===== src/rtl/round_sequencer_if.sv =====
// round_sequencer_if: player buttons, countdown handshake and game status bundle.
interface round_sequencer_if;
  logic       start_btn;
  logic       stop_btn;
  logic [6:0] cd_current;
  logic       cd_win;
  logic       cd_lose;
  logic       cd_reset;
  logic       cd_stop;
  logic [6:0] cd_from;
  logic [3:0] round;
  logic [7:0] score;
  logic [1:0] lives;
  logic       result_valid;
  logic [1:0] result;
  logic [6:0] last_value;
  logic       game_over;
  logic       busy;
  modport master (
    input  start_btn, stop_btn, cd_current, cd_win, cd_lose,
    output cd_reset, cd_stop, cd_from, round, score, lives,
           result_valid, result, last_value, game_over, busy
  );
  modport slave (
    output start_btn, stop_btn, cd_current, cd_win, cd_lose,
    input  cd_reset, cd_stop, cd_from, round, score, lives,
           result_valid, result, last_value, game_over, busy
  );
endinterface


===== src/rtl/round_sequencer.sv =====
// round_sequencer: game-round controller driving a countdown and tracking score/lives.
module round_sequencer #(
  parameter logic [6:0] FROM_INIT  = 7'd10,
  parameter logic [6:0] FROM_STEP  = 7'd2,
  parameter logic [6:0] FROM_MAX   = 7'd99,
  parameter logic [1:0] LIVES_INIT = 2'd3,
  parameter logic [3:0] ROUNDS     = 4'd8,
  parameter logic [2:0] RESULT_TMO = 3'd4
) (
  input logic clk,
  input logic reset,
  round_sequencer_if.master bus
);
  typedef enum logic [2:0] {IDLE, ARM, RUN, WAIT, SCORE, OVER} state_t;
  state_t state, state_n;
  logic start_q, stop_q;
  logic [2:0] wait_cnt;
  logic [1:0] verdict;
  logic [7:0] sum;
  logic start_edge, stop_edge, tmo, last_round;
  assign start_edge = bus.start_btn & ~start_q;
  assign stop_edge  = bus.stop_btn & ~stop_q;
  assign tmo        = wait_cnt == RESULT_TMO - 3'd1;
  assign sum        = {1'b0, bus.cd_from} + {1'b0, FROM_STEP};
  // in SCORE, result already holds this round's verdict
  assign last_round = (bus.result != 2'b01 && bus.lives == 2'd1) || bus.round == ROUNDS;
  always_ff @(posedge clk)
    state <= reset ? IDLE : state_n;
  always_comb begin
    state_n = state;
    verdict = 2'b00;
    case (state)
      IDLE, OVER: state_n = start_edge ? ARM : state;
      ARM:        state_n = RUN;
      RUN: begin
        verdict = bus.cd_lose ? 2'b10 : 2'b00;
        state_n = bus.cd_lose ? SCORE : stop_edge ? WAIT : RUN;
      end
      WAIT: begin
        verdict = bus.cd_win ? 2'b01 : bus.cd_lose ? 2'b10 : tmo ? 2'b11 : 2'b00;
        state_n = verdict != 2'b00 ? SCORE : WAIT;
      end
      SCORE:      state_n = last_round ? OVER : ARM;
      default:    state_n = IDLE;
    endcase
  end
  always_comb begin
    bus.busy      = state inside {ARM, RUN, WAIT, SCORE};
    bus.game_over = state == OVER;
  end
  always_ff @(posedge clk) begin
    if (reset) begin
      start_q          <= 1'b1;
      stop_q           <= 1'b1;
      wait_cnt         <= 3'd0;
      bus.cd_reset     <= 1'b0;
      bus.cd_stop      <= 1'b0;
      bus.cd_from      <= FROM_INIT;
      bus.round        <= 4'd0;
      bus.score        <= 8'd0;
      bus.lives        <= LIVES_INIT;
      bus.result       <= 2'b00;
      bus.result_valid <= 1'b0;
      bus.last_value   <= 7'd0;
    end else begin
      start_q          <= bus.start_btn;
      stop_q           <= bus.stop_btn;
      wait_cnt         <= state == WAIT ? wait_cnt + 3'd1 : 3'd0;
      bus.cd_reset     <= state_n == ARM;
      bus.cd_stop      <= state == RUN && state_n == WAIT;
      bus.result_valid <= state_n == SCORE;
      if ((state == IDLE || state == OVER) && start_edge) begin
        bus.score   <= 8'd0;
        bus.lives   <= LIVES_INIT;
        bus.round   <= 4'd1;
        bus.cd_from <= FROM_INIT;
        bus.result  <= 2'b00;
      end
      if (state_n == SCORE) begin
        bus.result     <= verdict;
        bus.last_value <= bus.cd_current;
      end
      if (state == SCORE) begin
        if (bus.result == 2'b01) begin
          bus.score   <= bus.score == 8'hff ? 8'hff : bus.score + 8'd1;
          bus.cd_from <= sum > {1'b0, FROM_MAX} ? FROM_MAX : sum[6:0];
        end else
          bus.lives <= bus.lives - 2'd1;
        if (!last_round)
          bus.round <= bus.round + 4'd1;
      end
    end
  end
endmodule


===== src/flat_wrapper.sv =====
// flat-port wrapper written by rule: the top's interface ports become plain ports
module round_sequencer_flat 
#(
  parameter logic [6:0] FROM_INIT  = 7'd10,
  parameter logic [6:0] FROM_STEP  = 7'd2,
  parameter logic [6:0] FROM_MAX   = 7'd99,
  parameter logic [1:0] LIVES_INIT = 2'd3,
  parameter logic [3:0] ROUNDS     = 4'd8,
  parameter logic [2:0] RESULT_TMO = 3'd4
)
  (clk, reset, bus_start_btn, bus_stop_btn, bus_cd_current, bus_cd_win, bus_cd_lose, bus_cd_reset, bus_cd_stop, bus_cd_from, bus_round, bus_score, bus_lives, bus_result_valid, bus_result, bus_last_value, bus_game_over, bus_busy);
  round_sequencer_if bus_i ();
  input logic clk;
  input logic reset;
  input wire logic [$bits(bus_i.start_btn)-1:0] bus_start_btn;
  input wire logic [$bits(bus_i.stop_btn)-1:0] bus_stop_btn;
  input wire logic [$bits(bus_i.cd_current)-1:0] bus_cd_current;
  input wire logic [$bits(bus_i.cd_win)-1:0] bus_cd_win;
  input wire logic [$bits(bus_i.cd_lose)-1:0] bus_cd_lose;
  output wire logic [$bits(bus_i.cd_reset)-1:0] bus_cd_reset;
  output wire logic [$bits(bus_i.cd_stop)-1:0] bus_cd_stop;
  output wire logic [$bits(bus_i.cd_from)-1:0] bus_cd_from;
  output wire logic [$bits(bus_i.round)-1:0] bus_round;
  output wire logic [$bits(bus_i.score)-1:0] bus_score;
  output wire logic [$bits(bus_i.lives)-1:0] bus_lives;
  output wire logic [$bits(bus_i.result_valid)-1:0] bus_result_valid;
  output wire logic [$bits(bus_i.result)-1:0] bus_result;
  output wire logic [$bits(bus_i.last_value)-1:0] bus_last_value;
  output wire logic [$bits(bus_i.game_over)-1:0] bus_game_over;
  output wire logic [$bits(bus_i.busy)-1:0] bus_busy;
  assign bus_i.start_btn = bus_start_btn;
  assign bus_i.stop_btn = bus_stop_btn;
  assign bus_i.cd_current = bus_cd_current;
  assign bus_i.cd_win = bus_cd_win;
  assign bus_i.cd_lose = bus_cd_lose;
  assign bus_cd_reset = bus_i.cd_reset;
  assign bus_cd_stop = bus_i.cd_stop;
  assign bus_cd_from = bus_i.cd_from;
  assign bus_round = bus_i.round;
  assign bus_score = bus_i.score;
  assign bus_lives = bus_i.lives;
  assign bus_result_valid = bus_i.result_valid;
  assign bus_result = bus_i.result;
  assign bus_last_value = bus_i.last_value;
  assign bus_game_over = bus_i.game_over;
  assign bus_busy = bus_i.busy;
  round_sequencer #(.FROM_INIT(FROM_INIT), .FROM_STEP(FROM_STEP), .FROM_MAX(FROM_MAX), .LIVES_INIT(LIVES_INIT), .ROUNDS(ROUNDS), .RESULT_TMO(RESULT_TMO)) u_core (.clk(clk), .reset(reset), .bus(bus_i));
endmodule

===== config.mk =====
export PLATFORM = sky130hd
export DESIGN_NAME = round_sequencer_flat
export DESIGN_NICKNAME = d
export VERILOG_FILES = /design/src/rtl/round_sequencer_if.sv /design/src/rtl/round_sequencer.sv /design/src/flat_wrapper.sv
export SDC_FILE = /design/constraint.sdc
export NUM_CORES = 1
export LEC_CHECK = 0
export CAP_MARGIN = 30
export CORE_UTILIZATION = 40
export CTS_CLUSTER_DIAMETER = 40
export DETAILED_ROUTE_END_ITERATION = 16
export PLACE_DENSITY = 0.67
export SYNTH_ARGS = -nofsm -noshare
export SYNTH_HDL_FRONTEND = slang
export SYNTH_SLANG_ARGS = --single-unit

===== constraint.sdc =====
create_clock -name clk -period 2.36 [get_ports clk]
set_input_delay 0.354 -clock clk [delete_from_list [all_inputs] [get_ports clk]]
set_output_delay 0.354 -clock clk [all_outputs]
set_load 0.02 [all_outputs]

==> run summary, run 1 <==
Run status: complete, no violations
Core area: 4750 um^2
Hold buffers post-CTS: 0
Antenna Cells: 0
Multi-input gate area: 1080 um^2
Layout Utilization: 0.558
Sequential cell area: 821 um^2
Setup TNS: 0 ns
Maximum vdd ir drop: 0.296 mV
Dpl hpwl: 3190 um
Hold Violations, Final: 0
Syn_area_per_cell: 8.84 um^2
Initial antenna violation count: 0
Die area: 5260 um^2
Crit-path max cell delay: 0.61 ns
Initial Util: 0.418
Post-CTS setup buffers: 0
ANT nets after route: 0
Cell area after synthesis: 1990 um^2
Sw Ratio: 0.234
Share of post-route cells with drive strength above 1: 0.0906
Die W: 72.5 um
Actual slew at the worst max-slew pin: 0.566 ns
Final min period: 2.18 ns
Worst-path fanout max: 9
Top FF cell, synth: dfxtp_1
RSZ-0062 raised after global routing: no
RePlAce Congestion: 0.790
Aggregate global routing overflow: 0
Clk_lat worst skew: 0.30 ns
Root Buffer: clkbuf_8
Final Skew: 0.00786 ns
Dpl cell area: 2540 um^2
Comb power frac: 0.077
DRT iter0 DRCs: 72
CTS H-Tree Depth: 2
Post-synth EDFFs: 0
Req. time, crit path: 2.01 ns
Max-slew violations: 0
Share of synthesized registers carrying an async set or reset: 0
Layout Nets: 295
DRC Markers: 0
Worst-path clk slew: 0.09 ns
Rows: 25
Worst Path Buf+Inv: 1
Syn nets: 245
Layout area overhead: 33.3%
Cell Chain, Critical Path: nor2b_1 > and2_1 > clkdlybuf4s50_1
Post-synth cell types: 51
Filler cell count: 453
HP Class: reg2reg
Crit Path Category: reg2out
Clock Sinks: 41
Clock Tree Buf Depth: 2
Slew Limit Headroom: 0.620
Crit-path leading delay family: buffers and inverters
Ports: 48
TritonRoute pass-1 iters: 4
All-Layer GR Usage: 0.181
Routed vias/inst: 5.22
WL per Instance: 12.6 um
FF+latch count, synth: 41
Sequential area share after synthesis: 0.413
CTS buffer count: 5
Net Sw Power: 0.327 mW
IO Port Bufs: 47
Leakage Power: 1.01 nW
Post-cts resize count: 0
First-pass GRT wire length: 7440 um
Design area: 2650 um^2
Yosys Warn Count: 0
Maxcap violations: 0
Setup-failing EPs final: 0
Largest net degree at the start of global routing: 15
Internal: 1.07 mW
Pwr dens: 527 nW/um^2
Vias in the first global route: 1,621
Via count: 1,789
Startpoint class of the critical path: flop
CTS tree: yes
Clock power frac: 0.417
Die Span Y: 72.5 um
Reg power frac: 0.506
FMAX: 0.459 GHz
Final period utilization: 0.923
Post-synthesis cell count: 225
Hold slack: 0.424 ns
Critical Path End Type: output port
Slowest CP cell: clkdlybuf4s50_1
WL final: 4310 um
Design Power: 1.40 mW
Worst path arrival time: 1.82 ns
[layer usage]
| layer | vias to the layer above | wire length [um] | GRT usage |
|---|---|---|---|
| li1 | 916 | - | - |
| met4 | 0 | 55 | 0.0588 |
| met5 | - | 0 | 0 |
| met2 | 46 | 1950 | 0.279 |
| met3 | 6 | 302 | 0.0653 |
| met1 | 821 | 2000 | 0.234 |
[cell type report]
| type | instances | area share |
|---|---|---|
| multi-input combinational | 165 | 0.406 |
| inverter | 7 | 0.00991 |
| clock inverter | 3 | 0.0175 |
| sequential | 41 | 0.309 |
| clock buffer | 5 | 0.0259 |
| tap | 67 | 0.0316 |
| timing repair buffer | 55 | 0.200 |
[synth_stat cells, drive strengths merged, types with 2 or more instances]
master / n / area (um^2)
a311oi: 2 / 17.5
ha: 7 / 87.6
nand4: 2 / 12.5
inv: 7 / 26.3
nor2: 25 / 96.4
and4: 3 / 26.3
and2: 4 / 25.0
buf: 6 / 43.8
a41oi: 3 / 26.3
o22ai: 2 / 12.5
nor4b: 4 / 35.0
mux2i: 8 / 80.1
and3: 3 / 18.8
or2: 3 / 21.3
o22a: 2 / 17.5
dfxtp: 41 / 821
xor2: 2 / 17.5
nand2b: 5 / 31.3
a31oi: 4 / 25.0
a211oi: 5 / 37.5
nand2: 13 / 48.8
nor3: 10 / 50.1
a21oi: 12 / 63.8
nor2b: 4 / 25.0
o21ai: 9 / 45.0
clkbuf: 6 / 22.5
nand3b: 2 / 15.0
nand3: 10 / 50.1
nor3b: 3 / 22.5
or3: 3 / 18.8
[state kept, by name, indices dropped and copies added (netlist names)]
register	flops
u_core.bus.cd_stop	1
u_core.bus.result_valid	1
u_core.bus.score	8
u_core.state	3
u_core.bus.last_value	7
u_core.bus.cd_from	7
u_core.bus.cd_reset	1
u_core.wait_cnt	3
u_core.bus.round	4
u_core.bus.result	2
u_core.stop_q	1
u_core.bus.lives	2
u_core.start_q	1
[power by group through the flow]
stage,Combinational (mW),Clock (mW),Sequential [mW]
finish,0.108,0.583,0.708
global route,0.119,0.624,0.710
CTS,0.109,0.595,0.708
detailed placement,0.109,0,0.724
global placement,0.108,0,0.724
floorplan,0.0515,0,0.729
[worst reg2reg max path: stages, from the launching register on]
cell	delay [ns]
dfxtp_1	0.51
or3b_4	0.47
nor2_2	0.37
o21ai_1	0.21
nor4b_1	0.28
o22a_1	0.17
[worst paths after layout]
kind | startpoint | endpoint | slack, ns | cells past startpoint
max | u_core.state[2] | bus_game_over | 0.18 | 3
max reg2reg | u_core.state[2] | u_core.bus.cd_from[4] | 0.31 | 5
min reg2reg | u_core.wait_cnt[0] | u_core.wait_cnt[0] | 0.42 | 1
min | u_core.wait_cnt[0] | u_core.wait_cnt[0] | 0.42 | 1
[per-stage QoR]
step,worst slack [ns],cells
2_1_floorplan,0.466,225
3_3_place_gp,0.393,335
3_5_place_dp,0.343,335
4_1_cts,0.193,343
5_1_grt,0.0769,343
6_report,0.182,343
[placed cells by master (no fill, tap or decap), drive strengths merged, types with 3 or more instances in the layout]
master	instances
and4	3
mux2i	8
clkdlybuf4s50	47
ha	7
or2	3
nor4b	4
a21oi	12
nand2	13
clkbuf	5
nor2	25
or3	3
nand2b	5
dfxtp	41
buf	8
o21ai	9
nor2b	4
a41oi	3
nand3	10
a211oi	5
nor3	10
nor3b	3
and2	4
a31oi	4
inv	7
and3	3
[logic make-up (layout without fill, tap and decap cells)]
family | Yosys count | count (layout) | synth area share
compound gates | 49 | 49 | 0.175
fa+ha+maj | 7 | 7 | 0.0440
flops | 41 | 41 | 0.413
buf+inv | 19 | 70 | 0.0465
xor+xnor | 3 | 3 | 0.0132
mux | 8 | 8 | 0.0403
simple gates | 98 | 98 | 0.269
Note: power is estimated with default switching activity, not from simulation.
==> run 2, diff against run 1 <==
--- a/config.mk
+++ b/config.mk
@@ -6,10 +6,10 @@
 export NUM_CORES = 1
 export LEC_CHECK = 0
 export CAP_MARGIN = 30
-export CORE_UTILIZATION = 40
+export CORE_UTILIZATION = 49
 export CTS_CLUSTER_DIAMETER = 40
 export DETAILED_ROUTE_END_ITERATION = 16
-export PLACE_DENSITY = 0.67
+export PLACE_DENSITY = 0.79
 export SYNTH_ARGS = -nofsm -noshare
 export SYNTH_HDL_FRONTEND = slang
 export SYNTH_SLANG_ARGS = --single-unit
==> run summary, run 2 (synthesis results as in run 1) <==
Final Skew: 0.00465 ns
Max reg flops: 8
Maximum vdd ir drop: 0.366 mV
Sw Ratio: 0.225
Antenna Cells: 0
Multi-input gate area: 1080 um^2
Commonest non-fill, non-tap cell in the layout: clkdlybuf4s50_1
Initial antenna violation count: 0
Maxcap violations: 0
Startpoint class of the critical path: flop
Reg power frac: 0.558
Worst path arrival time: 1.85 ns
Worst reg2reg startpoint: u_core.bus.cd_from[1]
RSZ-0062 raised after global routing: no
Hold buffers post-CTS: 0
Biggest regs: u_core.bus.score x8, u_core.bus.cd_from x7, u_core.bus.last_value x7
Die area: 4320 um^2
Ports: 48
Max-slew violations: 0
WL final: 4180 um
Actual slew at the worst max-slew pin: 0.549 ns
Clock Sinks: 41
Clock Tree Buf Depth: 2
Run status: complete, no violations
Leakage Power: 0.985 nW
All-Layer GR Usage: 0.212
Net Sw Power: 0.286 mW
HP Class: reg2reg
Req. time, crit path: 2.01 ns
Largest net degree at the start of global routing: 16
Hold Crit Endpoint: u_core.wait_cnt[0]
R2r setup slk: 0.34 ns
Cell Chain, Critical Path: nor2b_1 > and2_1 > clkdlybuf4s50_1
Clock power frac: 0.360
Hold Violations, Final: 0
Comb power frac: 0.082
Clk_lat worst skew: 0.29 ns
FMAX: 0.454 GHz
Hold path start: u_core.wait_cnt[0]
R2r endpoint: u_core.bus.cd_from[4]
Die W: 65.7 um
Rows: 22
Die Span Y: 65.7 um
Sequential cell area: 821 um^2
CTS tree: yes
Setup-failing EPs final: 0
RePlAce Congestion: 0.751
Post-cts resize count: 0
Crit Path Category: reg2out
Routed vias/inst: 5.59
Slew Limit Headroom: 0.631
Hold depth: 1
ANT nets after route: 0
Worst-path clk slew: 0.07 ns
Root Buffer: clkbuf_8
Layout Nets: 293
Layout area overhead: 29.9%
Final min period: 2.20 ns
CTS buffer count: 5
Dpl hpwl: 2890 um
TritonRoute pass-1 iters: 4
Worst R2R Path Depth: 6
Pwr dens: 492 nW/um^2
Via count: 1,794
WL per Instance: 13.0 um
Critical Path End Type: output port
Core area: 3770 um^2
DRC Markers: 0
Initial Util: 0.528
Crit-path max cell delay: 0.61 ns
Slowest CP cell: clkdlybuf4s50_1
Internal: 0.986 mW
Worst-path fanout max: 9
Design Power: 1.27 mW
DRT iter0 DRCs: 103
Post-CTS setup buffers: 0
Setup TNS: 0 ns
Vias in the first global route: 1,578
Final period utilization: 0.933
Most frequent cells in the layout: clkdlybuf4s50_1, dfxtp_1, nor2_1
Share of post-route cells with drive strength above 1: 0.0769
Aggregate global routing overflow: 0
Filler cell count: 309
First-pass GRT wire length: 7110 um
Most flop-heavy register: u_core.bus.score
CTS H-Tree Depth: 2
IO Port Bufs: 47
-- run 2: changes by cell type in the layout (fill, tap and decap cells not counted) --
cell        change
clkbuf_8        +1
clkbuf_1        +1
clkinv_4        -1
buf_4           -2
bufinv_16       -1
clkinvlp_4      -1
-- run 2: critical path, delay by kind of cell (launching register included) --
family | cells | cell delay, ns
buffers and inverters | 1 | 0.61
DFF | 1 | 0.49
and+or+nand+nor | 2 | 0.46
-- run 2: area by class of cell --
cell class              instances  area share
flip-flops and latches         41       0.318
multi-input cells             165       0.416
inverters                       7      0.0102
clock buffers                   7      0.0334
well taps                      48      0.0232
repair buffers                 53       0.199
-- run 2: power by group through the flow --
stage	Clock (mW)	Sequential (mW)	Combinational, mW
after floorplan	0	0.729	0.0515
after global placement	0	0.725	0.103
after detailed placement	0	0.725	0.104
after CTS	0.468	0.709	0.105
after global routing	0.496	0.711	0.114
final	0.457	0.709	0.105
-- run 2: metrics by stage --
| step | instances | util | area (um^2) | hold slack [ns] | setup slack (ns) |
|---|---|---|---|---|---|
| floorplan | 225 | - | 1990 | 0.399 | 0.466 |
| detailed placement | 314 | 0.663 | 2500 | 0.429 | 0.384 |
| global placement | 314 | 0.663 | 2500 | 0.412 | 0.420 |
| finish | 321 | 0.685 | 2580 | 0.440 | 0.159 |
| CTS | 321 | 0.685 | 2580 | 0.445 | 0.165 |
| global route | 321 | 0.685 | 2580 | 0.458 | 0.0918 |
-- run 2: worst max path at each step --
| stage | end | from | depth (start not counted) |
|---|---|---|---|
| after global placement | u_core.bus.round[3] | bus_start_btn | 7 |
| after floorplan | u_core.bus.cd_from[4] | u_core.bus.cd_from[1] | 7 |
| after detailed placement | u_core.bus.cd_from[4] | u_core.bus.cd_from[1] | 6 |
| after CTS | bus_game_over | u_core.state[2] | 3 |
| after global routing | bus_busy | u_core.state[0] | 3 |
| final | bus_game_over | u_core.state[2] | 3 |
-- run 2: layer usage --
metal  up-vias  wire, um  track usage
met1       834      2090        0.283
met4         0        38       0.0734
met5         -         0            0
li1        916         -            -
met3         5       169       0.0469
met2        39      1880        0.333
